===== src/rtl/mem_port_arbiter.sv =====
// mem_port_arbiter: shares one variable-latency memory port between instruction
// fetch and the data stage. Data wins by default; a two-deep streak counter lets
// a waiting fetch through after two back-to-back data grants. A watchdog aborts
// any access that sees no mem_ready within MAX_WAIT cycles and latches a sticky
// error flag.
module mem_port_arbiter #(
    parameter int ADDR_W   = 64,
    parameter int DATA_W   = 64,
    parameter int MAX_WAIT = 15
) (
    input  logic              clk,
    input  logic              reset_n,
    // fetch side
    input  logic              if_req,
    input  logic [ADDR_W-1:0] if_addr,
    output logic [DATA_W-1:0] if_rdata,
    output logic              if_valid,
    // data side
    input  logic              d_req,
    input  logic              d_we,
    input  logic [ADDR_W-1:0] d_addr,
    input  logic [DATA_W-1:0] d_wdata,
    output logic [DATA_W-1:0] d_rdata,
    output logic              d_valid,
    // memory side
    output logic              mem_req,
    output logic              mem_we,
    output logic [ADDR_W-1:0] mem_addr,
    output logic [DATA_W-1:0] mem_wdata,
    input  logic              mem_ready,
    input  logic [DATA_W-1:0] mem_rdata,
    // pipeline / status
    output logic              stall,
    output logic              timeout_err
);

    localparam int CNT_W = (MAX_WAIT < 1) ? 1 : $clog2(MAX_WAIT + 1);
    localparam logic [CNT_W-1:0] WAIT_LAST = CNT_W'(MAX_WAIT - 1);

    typedef enum logic [1:0] {
        IDLE   = 2'd0,
        BUSY_I = 2'd1,
        BUSY_D = 2'd2,
        DONE   = 2'd3
    } state_t;

    state_t           state, state_nxt;
    logic             owner_d;      // 1 = current/last access belongs to the data stage
    logic [1:0]       streak;       // consecutive data grants taken while fetch waited
    logic [CNT_W-1:0] wait_cnt;
    logic             grant_i, grant_d, complete, abort;

    // Saturating increment of the fairness streak (ceiling of 2).
    function automatic logic [1:0] streak_inc(input logic [1:0] s);
        return (s == 2'd2) ? 2'd2 : s + 2'd1;
    endfunction

    // State register; async reset abandons any in-flight access.
    always_ff @(posedge clk or negedge reset_n) begin
        if (!reset_n) state <= IDLE;
        else          state <= state_nxt;
    end

    // Arbitration, access sequencing and completion decode.
    always_comb begin
        state_nxt = state;
        grant_i   = 1'b0;
        grant_d   = 1'b0;
        complete  = 1'b0;
        abort     = 1'b0;
        mem_req   = 1'b0;
        if_valid  = 1'b0;
        d_valid   = 1'b0;
        case (state)
            IDLE: begin
                if (d_req && !(if_req && streak == 2'd2)) begin
                    grant_d   = 1'b1;
                    state_nxt = BUSY_D;
                end else if (if_req) begin
                    grant_i   = 1'b1;
                    state_nxt = BUSY_I;
                end
            end
            BUSY_I, BUSY_D: begin
                mem_req = 1'b1;
                if (mem_ready) begin
                    complete  = 1'b1;
                    state_nxt = DONE;
                end else if (wait_cnt == WAIT_LAST) begin
                    abort     = 1'b1;
                    state_nxt = DONE;
                end
            end
            DONE: begin
                if_valid  = !owner_d;
                d_valid   = owner_d;
                state_nxt = IDLE;
            end
            default: state_nxt = IDLE;
        endcase
    end

    // Access fields, fairness streak, watchdog counter and result capture.
    always_ff @(posedge clk or negedge reset_n) begin
        if (!reset_n) begin
            mem_we      <= 1'b0;
            mem_addr    <= '0;
            mem_wdata   <= '0;
            owner_d     <= 1'b0;
            streak      <= 2'd0;
            wait_cnt    <= '0;
            if_rdata    <= '0;
            d_rdata     <= '0;
            timeout_err <= 1'b0;
        end else begin
            if (grant_d) begin
                mem_addr  <= d_addr;
                mem_we    <= d_we;
                mem_wdata <= d_wdata;
                owner_d   <= 1'b1;
                streak    <= if_req ? streak_inc(streak) : 2'd0;
            end else if (grant_i) begin
                mem_addr  <= if_addr;
                mem_we    <= 1'b0;
                mem_wdata <= '0;
                owner_d   <= 1'b0;
                streak    <= 2'd0;
            end

            if (mem_req && !mem_ready && !abort) wait_cnt <= wait_cnt + CNT_W'(1);
            else                                 wait_cnt <= '0;

            if (complete || abort) begin
                if (owner_d) d_rdata  <= (complete && !mem_we) ? mem_rdata : '0;
                else         if_rdata <= complete ? mem_rdata : '0;
            end

            if (abort) timeout_err <= 1'b1;
        end
    end

    // Hold the pipeline while any raised request has not yet seen its valid.
    assign stall = (if_req & ~if_valid) | (d_req & ~d_valid);

endmodule

===== config.mk =====
export PLATFORM = sky130hd
export DESIGN_NAME = mem_port_arbiter
export DESIGN_NICKNAME = d
export VERILOG_FILES = /design/src/rtl/mem_port_arbiter.sv
export SDC_FILE = /design/constraint.sdc
export NUM_CORES = 1
export LEC_CHECK = 0
export CAP_MARGIN = 10
export CORE_AREA = 2 2 201 203
export DETAILED_ROUTE_END_ITERATION = 16
export DIE_AREA = 0 0 203 205
export MAX_ROUTING_LAYER = met4
export PLACE_DENSITY = 0.56
export SYNTH_ARGS = -nofsm -noshare
export SYNTH_HDL_FRONTEND = slang
export SYNTH_SLANG_ARGS = --single-unit

===== constraint.sdc =====
create_clock -name clk -period 3.38 [get_ports clk]
set_clock_uncertainty 0.05 [all_clocks]
set_input_delay 0.507 -clock clk [delete_from_list [all_inputs] [get_ports clk]]
set_output_delay 0.507 -clock clk [all_outputs]
set_load 0.1 [all_outputs]

Yosys cells after proc, flatten, opt, wreduce, memory -nomap -nowiden --
Index checks and enable logic that the tools add are counted.
Storage, ports and cells: flip-flop bits (word level) 267, bits of input ports 262, output and inout port bits 262, logic and storage cells 74
Operators by class: $add $sub $neg 2, equality and inequality tests 7, muxes and demuxes 32, bitwise gates (word level) 6, reductions and logical operators 17
Operators by type and width (number):
- $mux W64 | 6
- $mux W1 | 16
- $mux W2 | 8
- $eq A2 B2 Y1 const B | 3
- $ne A3 B3 Y1 const B | 2
- $pmux W2 S3 | 1
- $reduce_and A2 Y1 | 3
- $logic_and A1 B1 Y1 | 5
- $logic_not A1 Y1 | 5
- $add A4 B1 Y4 const B | 1
- $eq A4 B4 Y1 const B | 1
- $mux W4 | 1
- $not A1 Y1 | 3
- $add A2 B1 Y2 const B | 1
- $and A1 B1 Y1 | 2
- $eq A2 B1 Y1 const B | 1
- $logic_not A2 Y1 | 1
- $reduce_bool A2 Y1 | 1
- $reduce_or A2 Y1 | 1
- $logic_or A1 B1 Y1 | 1
- $or A1 B1 Y1 | 1

Logic depth before layout (Yosys ltp) --
word-level depth 8, gate-level depth with buffers 8, mapped depth without buffers 5

Worst setup path after synthesis --
OpenSTA, ideal clock, no wires.
path type reg2out, start point reg state[0], end point out stall, arrival time 2051 ps, data required time 2823 ps, setup slack 772 ps, stages on the path, launching flop included 3, path buffers 0, cell sequence dfrtp_1 ha_1 a21oi_1
On the way: cells in the longest elaborated chain, start to end 5, elaborated cells on any way between the ends 8, those cells by class eq/ne (1); mux (2); bitwise (5)
Ends and longest elaborated chain:
- start: declaration | RTL line 47 | state_t state, state_nxt;
- start signal: assignment | RTL line 61 | else state <= state_nxt;
- $eq A2 B2 Y1 (*) | RTL line 74 | case (state)
- $mux W1 | RTL line 74
- $not A1 Y1 | RTL line 143 | assign stall = (if_req & ~if_valid) | (d_req & ~d_valid);
- $and A1 B1 Y1 | RTL line 143
- $or A1 B1 Y1 (*) | RTL line 143
- end: declaration | RTL line 33 | output logic stall,
Every way passes the cells marked *; elsewhere a longest branch is shown, timed or not.

Worst setup path after layout --
start point reg mem_addr[26], end point out mem_addr[26]
RTL lines:
- start: declaration | RTL line 28 | output logic [ADDR_W-1:0] mem_addr,
- start signal: assignment | RTL line 117 | mem_addr <= d_addr;
- start signal: assignment | RTL line 123 | mem_addr <= if_addr;
No word-level cell between the ends.

==> impl_metrics.yaml <==
yosys:
  syn_nets: 1118
  synthTopCellsByArea: "dfrtp_1 62%, a22o_1 11%, o221a_2 6.7%, o31ai_1 4.5%, nand2b_1 3.7%"
  netlist_instances: 849
  synth.distinct_cells: 32
  async_flop_share: 1.00
  yosys_warnings: 0
  synth_flop_cell: "dfrtp_1"
  synth_common_cells: "267 x dfrtp_1, 129 x a22o_1, 69 x nand2_1"
  synth_edf_count: 0
  syn_area_per_cell_sq_um: 12.6
  seq_area_frac_synth: 0.623
  syn_area_sq_mm: 0.0107
  ys_seq_elements: 267
  post-synth-top-count-cell: "dfrtp_1"
  post-synth-top-area-fraction: 0.623
  yosysTopAreaCell: "dfrtp_1"
routing:
  dr.pass1.iters: 4
  drc: 0
  routed_wirelength_mm: 38.8
  detail-route-antenna-nets: 0
  drt_iter0_markers: 508
  wl_per_cell_um: 20.5
  vias: 9072
  via_per_inst: 4.80
worst_setup_path:
  crit_path_cell_trace: "clkdlybuf4s50_1"
  path_delay_family: "buffers and inverters"
  crit_path_end_kind: "output pin"
  crit_buf_inv: 1
  slowest_stage: "clkdlybuf4s50_1"
  critPathRequiredTime_ns: 2.82
  max_stage_delay_ns: 1.16
  cp-start-kind: "register"
  crit_arrival_ns: 2.11
  cp_max_fo: 2
  crit_type: "register to output pin"
timing:
  clock.fmax_mhz: 374
  fin_tns_setup_ns: 0
  period_minus_slack_ns: 2.67
  worst_slew_pin_slew_ns: 1.04
  rsz0062_at_grt: "false"
  relSlewSlack: 0.304
  finalSetupViolations: 0
  finalMaxSlewViolations: 0
  finalHoldViolations: 0
  fin_crit_sh: 0.790
global_routing:
  grt_max_degree: 129
  overflow: 0
  grt_pass1_wl_mm: 58.5
  track_usage: 0.186
  grt_pass1_vias: 9547
  antenna_found_initial: 0
layout:
  drive_above_1_share: 0.154
  fill_cells: 3669
  antennaDiodeCount: 0
  areaGrowthSynthToFinish_pct: 62.7
  nets: 1611
floorplanning:
  initial_utilization: 0.273
  die_x_um: 203
  die_h_um: 205
  rows: 73
  io_pins: 524
  core_area_sq_mm: 0.0394
  fp.dieArea_sq_mm: 0.0416
clock_tree:
  cts.clk_slew.worst_paths_ns: 0.06
  cts_made_buffers: 30
  h-tree-depth: 1
  ctsResizeCount: 0
  cts_setup_buffers: 0
  clock-root-buffer: "clkbuf_16"
  cts_tree: "done"
  cts.sinks: 267
  clk_latency_ns: 0.56
  cts_buffer_depth: 3
place:
  io_buffer_count: 523
  gp_congestion: 0.820
  dp_hpwl_mm: 27.6
outcome:
  status: "finished clean"
worst_hold_path:
  min_path_type: "register to register"
run:
  maxCapViolCount: 0
[worst paths after layout]
| kind | startpoint | endpoint | slack [ns] | cells past startpoint |
|---|---|---|---|---|
| setup reg to reg | state[0] | if_rdata[25] | 1.07 | 5 |
| setup / recovery | mem_addr[26] | mem_addr[26] | 0.71 | 1 |
| max in group asynchronous | reset_n | mem_addr[36] | 1.99 | 3 |
| hold / removal | timeout_err | timeout_err | 0.42 | 1 |
| min in group asynchronous | reset_n | d_rdata[38] | 0.54 | 2 |
| hold reg to reg | timeout_err | timeout_err | 0.42 | 1 |
[kinds of logic after synthesis]
family          Yosys count  synth area share
compound gates          331             0.254
xor+xnor                  2           0.00163
fa+ha+maj                 7           0.00816
buf+inv                  90            0.0401
flops                   267             0.623
mux                       4           0.00385
simple gates            148            0.0693
[flip-flops by register name, summed over array words and instances (netlist names)]
| register | flops |
|---|---|
| d_rdata | 64 |
| if_rdata | 64 |
| mem_addr | 64 |
| mem_wdata | 64 |
| wait_cnt | 4 |
| state | 2 |
| streak | 2 |
| mem_we | 1 |
| owner_d | 1 |
| timeout_err | 1 |
[metal layers]
metal,up-vias,track usage,wire length [um]
li1,4178,-,-
met1,4443,0.234,16300
met5,-,-,0
met4,0,0.0571,1060
met2,392,0.296,18400
met3,59,0.0439,2980
[through the flow]
stage	cells	util	hold WS (ns)	instance area, sq um	setup slack, ns
after floorplan	849	-	0.161	10700	0.772
after global placement	1834	0.417	0.410	16400	0.673
after detailed placement	1834	0.417	0.420	16400	0.588
after CTS	1891	0.444	0.430	17500	0.674
after global routing	1891	0.444	0.464	17500	0.663
final	1891	0.444	0.423	17500	0.709
[layout make-up]
type	count	area, sq um	area share
sequential	267	6680	0.383
timing repair buffer	545	5400	0.309
multi-input combinational	492	3670	0.210
clock buffer	40	858	0.0492
tap	525	657	0.0376
clock inverter	16	171	0.00982
inverter	6	22.5	0.00129
[cells in the final DEF (no fill, tap or decap), drive strengths merged, types with 6 or more instances in the layout]
cell           synthesis  routed
clkinv                 0      11
nand2b                64      64
buf                   41      84
ha                     7       7
clkdlybuf4s50          0     460
inv                    6       6
nand2                 69      69
clkbuf                43      40
dfrtp                267     267
nor2                   6       6
o31ai                 64      64
a22o                 129     129
o21ai                 65      65
o221a                 64      64
[what timing repair did]
item | in CTS | in global routing
hold endpoints to repair | 83 | 0
hold buffers | 1 | 0
endpoints found under the setup margin | 0 | 0
Power is left out: the tool's default activity adds up to more than one toggle a clock period on the data nets, which glitch-free logic cannot reach.
